===== config.mk =====
export PLATFORM = sky130hd
export DESIGN_NAME = main_control_fsm
export DESIGN_NICKNAME = d
export VERILOG_FILES = /design/src/rtl/main_control_fsm_pkg.sv /design/src/rtl/main_control_fsm_imm_src_decoder.sv /design/src/rtl/main_control_fsm.sv
export SDC_FILE = /design/constraint.sdc
export NUM_CORES = 1
export LEC_CHECK = 0
export CAP_MARGIN = 20
export CORE_MARGIN = 8
export CORE_UTILIZATION = 41
export DETAILED_ROUTE_END_ITERATION = 16
export MAX_ROUTING_LAYER = met4
export PLACE_DENSITY = 0.85
export SLEW_MARGIN = 30
export SYNTH_ARGS = -nofsm -noshare
export SYNTH_HDL_FRONTEND = slang
export SYNTH_HIERARCHICAL = 1
export SYNTH_SLANG_ARGS = --single-unit

===== constraint.sdc =====
create_clock -name clk -period 2.1 [get_ports clk]
set_clock_uncertainty 0.2 [all_clocks]
set_input_delay 0.63 -clock clk [delete_from_list [all_inputs] [get_ports clk]]
set_output_delay 0.63 -clock clk [all_outputs]
set_load 0.02 [all_outputs]

===== src/rtl/main_control_fsm_pkg.sv =====
// rtl/main_control_fsm_pkg.sv - shared RV32I control encodings
// Purpose: opcode constants, state encodings and datapath select codes shared by
//          main_control_fsm, imm_src_decoder and ALUControl (same ALUOp codes).
// Ports:   none (package).
package main_control_fsm_pkg;

    // Opcodes handled by the multicycle controller
    localparam logic [6:0] OP_LW  = 7'b0000011;
    localparam logic [6:0] OP_SW  = 7'b0100011;
    localparam logic [6:0] OP_R   = 7'b0110011;
    localparam logic [6:0] OP_I   = 7'b0010011;
    localparam logic [6:0] OP_BEQ = 7'b1100011;
    localparam logic [6:0] OP_JAL = 7'b1101111;

    // State encodings; 11..15 are unused and recover to FETCH
    localparam logic [3:0] S_FETCH    = 4'd0;
    localparam logic [3:0] S_DECODE   = 4'd1;
    localparam logic [3:0] S_MEMADR   = 4'd2;
    localparam logic [3:0] S_MEMREAD  = 4'd3;
    localparam logic [3:0] S_MEMWRITE = 4'd4;
    localparam logic [3:0] S_MEMWB    = 4'd5;
    localparam logic [3:0] S_EXECR    = 4'd6;
    localparam logic [3:0] S_EXECI    = 4'd7;
    localparam logic [3:0] S_ALUWB    = 4'd8;
    localparam logic [3:0] S_JAL      = 4'd9;
    localparam logic [3:0] S_BEQ      = 4'd10;

    localparam logic [1:0] ALUOP_ADD   = 2'b00;
    localparam logic [1:0] ALUOP_SUB   = 2'b01;
    localparam logic [1:0] ALUOP_FUNCT = 2'b10;

    localparam logic [1:0] SRCA_PC    = 2'b00;
    localparam logic [1:0] SRCA_OLDPC = 2'b01;
    localparam logic [1:0] SRCA_RD1   = 2'b10;

    localparam logic [1:0] SRCB_RD2  = 2'b00;
    localparam logic [1:0] SRCB_IMM  = 2'b01;
    localparam logic [1:0] SRCB_FOUR = 2'b10;

    localparam logic [1:0] RES_ALUOUT    = 2'b00;
    localparam logic [1:0] RES_DATA      = 2'b01;
    localparam logic [1:0] RES_ALURESULT = 2'b10;

    localparam logic [1:0] IMM_I = 2'b00;
    localparam logic [1:0] IMM_S = 2'b01;
    localparam logic [1:0] IMM_B = 2'b10;
    localparam logic [1:0] IMM_J = 2'b11;

    function automatic logic is_supported(input logic [6:0] op);
        return (op == OP_LW) || (op == OP_SW) || (op == OP_R) ||
               (op == OP_I) || (op == OP_BEQ) || (op == OP_JAL);
    endfunction

endpackage


===== src/rtl/main_control_fsm_imm_src_decoder.sv =====
// rtl/main_control_fsm_imm_src_decoder.sv - opcode to immediate-format select
// Purpose: combinational ImmSrc decode; unknown opcodes give I-type (00).
// Ports:   opcode_i  in  7  instr[6:0]
//          imm_src_o out 2  00 I, 01 S, 10 B, 11 J
module imm_src_decoder
    import main_control_fsm_pkg::*;
(
    input  logic [6:0] opcode_i,
    output logic [1:0] imm_src_o
);

    always_comb begin
        imm_src_o = IMM_I;
        case (opcode_i)
            OP_SW:   imm_src_o = IMM_S;
            OP_BEQ:  imm_src_o = IMM_B;
            OP_JAL:  imm_src_o = IMM_J;
            default: imm_src_o = IMM_I;
        endcase
    end

endmodule


===== src/rtl/main_control_fsm.sv =====
// rtl/main_control_fsm.sv - multicycle RV32I main controller
// Purpose: walks each instruction through FETCH/DECODE/EXECUTE/MEM/WB, driving datapath
//          selects, write enables and ALUOp; stalls on mem_ready in FETCH/MEMREAD/MEMWRITE.
// Ports:   clk, reset (sync, active-high), opcode[6:0], zero, mem_ready  -> inputs
//          ALUOp, ALUSrcA, ALUSrcB, ResultSrc, ImmSrc (2b each), AdrSrc, IRWrite,
//          PCWrite, RegWrite, MemWrite, illegal_instr                    -> outputs
module main_control_fsm
    import main_control_fsm_pkg::*;
#(
    parameter int OPW = 7,
    parameter int STW = 4
) (
    input  logic           clk,
    input  logic           reset,
    input  logic [OPW-1:0] opcode,
    input  logic           zero,
    input  logic           mem_ready,
    output logic [1:0]     ALUOp,
    output logic [1:0]     ALUSrcA,
    output logic [1:0]     ALUSrcB,
    output logic [1:0]     ResultSrc,
    output logic [1:0]     ImmSrc,
    output logic           AdrSrc,
    output logic           IRWrite,
    output logic           PCWrite,
    output logic           RegWrite,
    output logic           MemWrite,
    output logic           illegal_instr
);

    logic [STW-1:0] state_q, state_d;
    logic           pc_update;
    logic           branch;

    imm_src_decoder u_imm_src_decoder (
        .opcode_i  (opcode),
        .imm_src_o (ImmSrc)
    );

    always_ff @(posedge clk) begin
        if (reset) begin
            state_q <= S_FETCH;
        end else begin
            state_q <= state_d;
        end
    end

    always_comb begin
        state_d = state_q;
        case (state_q)
            S_FETCH:    if (mem_ready) state_d = S_DECODE;
            S_DECODE: begin
                case (opcode)
                    OP_LW, OP_SW: state_d = S_MEMADR;
                    OP_R:         state_d = S_EXECR;
                    OP_I:         state_d = S_EXECI;
                    OP_JAL:       state_d = S_JAL;
                    OP_BEQ:       state_d = S_BEQ;
                    default:      state_d = S_FETCH;
                endcase
            end
            // Only lw/sw reach MEMADR, so anything but lw is a store
            S_MEMADR:   state_d = (opcode == OP_LW) ? S_MEMREAD : S_MEMWRITE;
            S_MEMREAD:  if (mem_ready) state_d = S_MEMWB;
            S_MEMWRITE: if (mem_ready) state_d = S_FETCH;
            S_MEMWB:    state_d = S_FETCH;
            S_EXECR:    state_d = S_ALUWB;
            S_EXECI:    state_d = S_ALUWB;
            S_ALUWB:    state_d = S_FETCH;
            S_JAL:      state_d = S_ALUWB;
            S_BEQ:      state_d = S_FETCH;
            default:    state_d = S_FETCH;
        endcase
    end

    always_comb begin
        // FETCH selects double as the idle/reset values
        ALUOp         = ALUOP_ADD;
        ALUSrcA       = SRCA_PC;
        ALUSrcB       = SRCB_FOUR;
        ResultSrc     = RES_ALURESULT;
        AdrSrc        = 1'b0;
        IRWrite       = 1'b0;
        RegWrite      = 1'b0;
        MemWrite      = 1'b0;
        illegal_instr = 1'b0;
        pc_update     = 1'b0;
        branch        = 1'b0;
        case (state_q)
            S_FETCH: begin
                IRWrite   = mem_ready;
                pc_update = mem_ready;
            end
            S_DECODE: begin
                // Precompute the branch target OldPC+imm while decoding
                ALUSrcA       = SRCA_OLDPC;
                ALUSrcB       = SRCB_IMM;
                illegal_instr = !is_supported(opcode);
            end
            S_MEMADR: begin
                ALUSrcA = SRCA_RD1;
                ALUSrcB = SRCB_IMM;
            end
            S_MEMREAD: begin
                AdrSrc    = 1'b1;
                ResultSrc = RES_ALUOUT;
            end
            S_MEMWRITE: begin
                AdrSrc    = 1'b1;
                ResultSrc = RES_ALUOUT;
                MemWrite  = mem_ready;
            end
            S_MEMWB: begin
                ResultSrc = RES_DATA;
                RegWrite  = 1'b1;
            end
            S_EXECR: begin
                ALUSrcA = SRCA_RD1;
                ALUSrcB = SRCB_RD2;
                ALUOp   = ALUOP_FUNCT;
            end
            S_EXECI: begin
                ALUSrcA = SRCA_RD1;
                ALUSrcB = SRCB_IMM;
                ALUOp   = ALUOP_FUNCT;
            end
            S_ALUWB: begin
                ResultSrc = RES_ALUOUT;
                RegWrite  = 1'b1;
            end
            S_JAL: begin
                // ALU forms OldPC+4 for rd while PC takes the target held in ALUOut
                ALUSrcA   = SRCA_OLDPC;
                ALUSrcB   = SRCB_FOUR;
                ResultSrc = RES_ALUOUT;
                pc_update = 1'b1;
            end
            S_BEQ: begin
                ALUSrcA   = SRCA_RD1;
                ALUSrcB   = SRCB_RD2;
                ALUOp     = ALUOP_SUB;
                ResultSrc = RES_ALUOUT;
                branch    = 1'b1;
            end
            default: ;
        endcase

        PCWrite = pc_update | (branch & zero);

        if (reset) begin
            ALUOp         = ALUOP_ADD;
            ALUSrcA       = SRCA_PC;
            ALUSrcB       = SRCB_FOUR;
            ResultSrc     = RES_ALURESULT;
            AdrSrc        = 1'b0;
            IRWrite       = 1'b0;
            PCWrite       = 1'b0;
            RegWrite      = 1'b0;
            MemWrite      = 1'b0;
            illegal_instr = 1'b0;
        end
    end

endmodule


==> reports/metrics.csv, run 1 <==
stage;metric;value;unit
status;outcome;stopped before the end;
status;Halt Stage;global routing (5_1_grt);
status;First Error;[ERROR DPL-0038] Utilization greater than 100%, impossible to legalize;
logic_synthesis;Synth async-reset ratio;0;%
logic_synthesis;Post-Syn Instances;93;
placed_design;hpwl dp;2.03;mm
logic_synthesis;sequential share of the synthesized area;12.5;%
placed_design;gp weighted congestion;0.951;
clocking;CTS Buffer Depth;2;
clocking;cts hold-fix bufs;0;
global_routing;largest net degree at the start of global routing;12;
sta;grt repair worst endpoint;ALUSrcB[0];
logic_synthesis;syn_nets;104;
floorplan;I/O pin total;27;
logic_synthesis;Yosys warning count;6;
logic_synthesis;Most used DFF post-synth;dfxtp_1;
placed_design;DP Worst Slack;-1010;ps
clocking;H-tree levels;1;
floorplan;Die X;55.5;um
clocking;clock sinks;4;
floorplan;starting density of the core;42.9;%
logic_synthesis;Post-Syn Area;639;um^2
logic_synthesis;number of synthesized flops with an enable pin;0;
logic_synthesis;Unique masters post-synth;41;
clocking;CTS buffer count;3;
sta;Worst End Pin Type;primary output;
clocking;Root Driver;clkbuf_4;
logic_synthesis;Seq cells post-synth;4;
placed_design;port buffer count;26;
floorplan;Die H;55.5;um
floorplan;row cnt;14;
logic_synthesis;Post-Syn Area per Cell;6.87;um^2
-- cell families after synthesis --
kind of cell | after synthesis | synth area share [%]
muxes | 1 | 1.76
AOI/OAI and AO/OA | 28 | 29.4
DFF | 4 | 12.5
and+or+nand+nor | 46 | 43.8
xor gates and xnor gates | 3 | 4.11
buffers and inverters | 11 | 8.41
-- stage by stage --
stage / TNS [ps] / instance area (um^2) / cells / util (%)
4_1_cts: -1230 / 1400 / 178 / 94.0
3_5_place_dp: -15300 / 1160 / 161 / 78.0
3_3_place_gp: -15080 / 1160 / 161 / 78.0
2_1_floorplan: -532 / 672 / 93 / -
-- synthesized netlist by cell type, types with 2 or more instances --
| cell | number | area (um^2) |
|---|---|---|
| nand2_1 | 5 | 18.8 |
| nor3_1 | 6 | 30.0 |
| nand2b_1 | 4 | 25.0 |
| clkbuf_1 | 2 | 7.51 |
| o21ai_1 | 3 | 15.0 |
| o22ai_1 | 2 | 12.5 |
| a21oi_1 | 6 | 30.0 |
| xnor2_1 | 3 | 26.3 |
| nor2b_1 | 2 | 12.5 |
| o21ai_0 | 3 | 15.0 |
| a21o_1 | 2 | 15.0 |
| buf_2 | 3 | 15.0 |
| a211oi_1 | 3 | 22.5 |
| nor4_1 | 2 | 12.5 |
| inv_1 | 3 | 11.3 |
| and3_1 | 4 | 25.0 |
| nand4_1 | 2 | 12.5 |
| nand3b_1 | 2 | 15.0 |
| o41ai_1 | 2 | 17.5 |
| dfxtp_1 | 4 | 80.1 |
| nor2_1 | 10 | 37.5 |
-- what timing repair did --
| action | 4_1_cts |
|---|---|
| pin swaps | 15 |
| buffers inserted | 14 |
| resized for setup | 167 |
| endpoints found under the setup margin | 18 |
==> run 2, diff against run 1 <==
- CORE_AREA: unset -> 8 8 69 71
- CORE_MARGIN: 8 -> unset
- CORE_UTILIZATION: 41 -> unset
- DIE_AREA: unset -> 0 0 77 79
- MAX_ROUTING_LAYER: met4 -> unset
- PLACE_DENSITY: 0.85 -> unset
- PLACE_DENSITY_LB_ADDON: unset -> 0.15
==> run 2 against run 1 <==
  * The flow now finishes, with violations (negative setup slack)
  * Synthesized cell count is the same
  * Synthesized area stayed put
==> reports/metrics.csv, run 2 <==
stage;metric;value;unit;change
logic_synthesis;Post-Syn Instances;93;;unchanged
sta;Final Hold Vio Count;0;;
route;detailed-route wire length;2.83;mm;
sta;Least-Margin Pin Slew;273;ps;
sta;Setup violations, final;12;;
floorplan;Die H;79;um;+42%
route;DRT Pass-1 Iters;4;;
floorplan;starting density of the core;16.8;%;-26 points
global_routing;first-pass GRT wire length;4.64;mm;
sta;relative slew slack;81.5;%;
global_routing;initial antenna violation count;0;;
global_routing;largest net degree at the start of global routing;9;;
power;Pwr Total;0.000441;W;
clocking;CTS buffer count;3;;unchanged
logic_synthesis;synth cell count leaders;nor2_1, a21oi_1, nor3_1, nand2_1;;
power;pwr dens;294;nW/um^2;
logic_synthesis;Yosys top cell by area;dfxtp_1;;
logic_synthesis;Post-Syn Area;639;um^2;unchanged
floorplan;Core ar.;3800;um^2;
final_layout;multi-input logic area;679;um^2;
logic_synthesis;sequential share of the synthesized area;12.5;%;unchanged
power;P_sw;0.000133;W;
logic_synthesis;Synth async-reset ratio;0;%;unchanged
final_layout;non-filler cells, final;208;;
power;combinational cell fraction of total power;44.8;%;
route;DRC viols;0;;
logic_synthesis;top-area cell type share of the netlist area;12.5;%;unchanged
sta;setup TNS;-973;ps;
placed_design;hpwl dp;2.09;mm;+3.0%
critical_path;Max FO, Critical Path;3;;
sta;Slew Limit Fails;0;;
floorplan;die area;6080;um^2;
global_routing;M1 GR Usage;10.6;%;
route;Routed Antenna Nets;0;;
critical_path;Crit Path Category;reg2out;;
placed_design;port buffer count;26;;unchanged
power;Net Sw Frac;30.1;%;
power;VDD IR max;292;uV;
final_layout;Regs by FF count;state_q: 4 flops;;
logic_synthesis;Most used DFF post-synth;dfxtp_1;;
route;DR iter-0 viols;47;;
final_layout;FF+latch area;88.8;um^2;
clocking;Worst-path clk slew;30;ps;
floorplan;row cnt;23;;+9
logic_synthesis;top cells by area in the synthesized netlist;dfxtp_1, nor2_1, a21oi_1, nor3_1, nand4bb_4;;
global_routing;GR peak layer;met2;;
route;wire per inst;13.6;um;
final_layout;Biggest register;state_q;;
clocking;CTS tree;yes;;
logic_synthesis;top-count cell post-synth;nor2_1;;
sta;Tmin final;2260;ps;
critical_path;Worst Setup End Kind;primary output;;
power;clock share of power;36.9;%;
status;violated checks;negative setup slack;;
floorplan;Die X;77;um;+39%
critical_path;worst path required time;1270;ps;
power;Pleak;0.625;nW;
flow_run;Max-cap violations;0;;
critical_path;crit path DAT;1430;ps;
global_routing;GRT Total Usage;9.20;%;
clocking;cts hold-fix bufs;0;;unchanged
logic_synthesis;Post-Syn Area per Cell;6.87;um^2;unchanged
global_routing;vias in the first global route;977;;
sta;RSZ-0062 raised after global routing;true;;
logic_synthesis;Seq cells post-synth;4;;unchanged
floorplan;I/O pin total;27;;unchanged
final_layout;Util after Layout;39.4;%;
global_routing;grt total ovfl;0;;
final_layout;diodes inserted;0;;
logic_synthesis;Unique masters post-synth;41;;unchanged
final_layout;commonest non-fill, non-tap cell in the layout;buf_4;;
power;Pint;0.000308;W;
status;outcome;finished, violations left;;
clocking;CTS Buffer Depth;2;;unchanged
critical_path;CP startpoint kind;flop;;
final_layout;Area Growth Syn to Fin;134;%;
global_routing;GR Layer Usage met2;16.2;%;
clocking;Root Driver;clkbuf_8;;
logic_synthesis;Yosys warning count;6;;unchanged
clocking;H-tree levels;1;;unchanged
sta;Final period util;108;%;
sta;max frequency;442;MHz;
final_layout;final layout net count;171;;
clocking;clock sinks;4;;unchanged
route;via density per instance;4.57;;
final_layout;layout cells sized above 1;65.8;%;
logic_synthesis;syn_nets;104;;unchanged
final_layout;FILL cells;405;;
placed_design;gp weighted congestion;0.776;;-18%
global_routing;met3 Use GR;1.47;%;
power;register share of total power;18.3;%;
final_layout;most frequent cells in the layout;buf_4, buf_6, nor2_1;;
route;DR vias;951;;
sta;fin worst setup slack;-161;ps;
logic_synthesis;number of synthesized flops with an enable pin;0;;unchanged
final_layout;max reg flops;4;;
hold_path;hold crit path type;reg2reg;;
placed_design;placed cells;198;;+23%
clocking;worst skew pair latency;220;ps;
-- run 2: cell counts after synthesis --
No cell type changed its count.
-- run 2: critical path, cell delays in order, from the launching register on --
cell and delay (ps):
dfxtp_2 320, nand2b_4 130, or3_4 350, buf_6 130, a21o_1 150, buf_6 130
-- run 2: worst paths after layout --
kind,slack [ps],endpoint,start,cells after the start
setup / recovery,-160,ALUSrcB[1],state_q[2],5
hold / removal,610,state_q[2],state_q[0],4
setup reg to reg,260,state_q[2],state_q[0],8
hold reg to reg,610,state_q[2],state_q[0],4
-- run 2: final cells by class --
cell class	count	area share (%)
flip-flops and latches	4	5.93
inverters	4	1.00
clock buffers	3	2.76
multi-input cells	78	45.4
well taps	50	4.18
repair buffers	69	40.8
-- run 2: layer usage --
layer	share of wire [%]	vias to the layer above
met5	0	-
met4	1.4	0
met3	3.4	4
met2	52	16
met1	43	448
li1	-	483
-- run 2: stage by stage --
stage	instance area, um^2	worst slack, ps	hold slack, ps
floorplan	672	-107	427
global placement	1230	-1000	596
detailed placement	1230	-1020	590
CTS	1430	-164	607
global route	1500	-208	652
finish	1500	-161	614
-- run 2: cells by family after synthesis --
| kind of cell | count (synthesis) | share of synthesized area, % |
|---|---|---|
| simple gates | 46 | 43.8 |
| buf+inv | 11 | 8.41 |
| xor+xnor | 3 | 4.11 |
| flops | 4 | 12.5 |
| compound gates | 28 | 29.4 |
| mux | 1 | 1.76 |
-- run 2: what timing repair did --
item / CTS / global route
pin swaps: 15 / 10
gates resized for setup: 162 / 16
setup endpoints to repair: 18 / 16
buffers inserted: 7 / 0
gates cloned: 1 / 0
-- run 2: power by group through the flow --
stage / registers [W] / clock network (W) / logic, W
2_1_floorplan: 0.0000817 / 0 / 0.0000685
3_3_place_gp: 0.0000807 / 0 / 0.000163
3_5_place_dp: 0.0000808 / 0 / 0.000164
4_1_cts: 0.0000805 / 0.000165 / 0.000187
5_1_grt: 0.0000806 / 0.000175 / 0.000212
6_report: 0.0000805 / 0.000163 / 0.000198
No activity file was read; power rests on OpenSTA's default activity.
==> run 3, diff against run 2 <==
- CTS_BUF_LIST: unset -> sky130_fd_sc_hd__clkbuf_4 sky130_fd_sc_hd__clkbuf_8
==> results of run 3 <==
Final layout, timing and power as in run 2 (identical DEF).
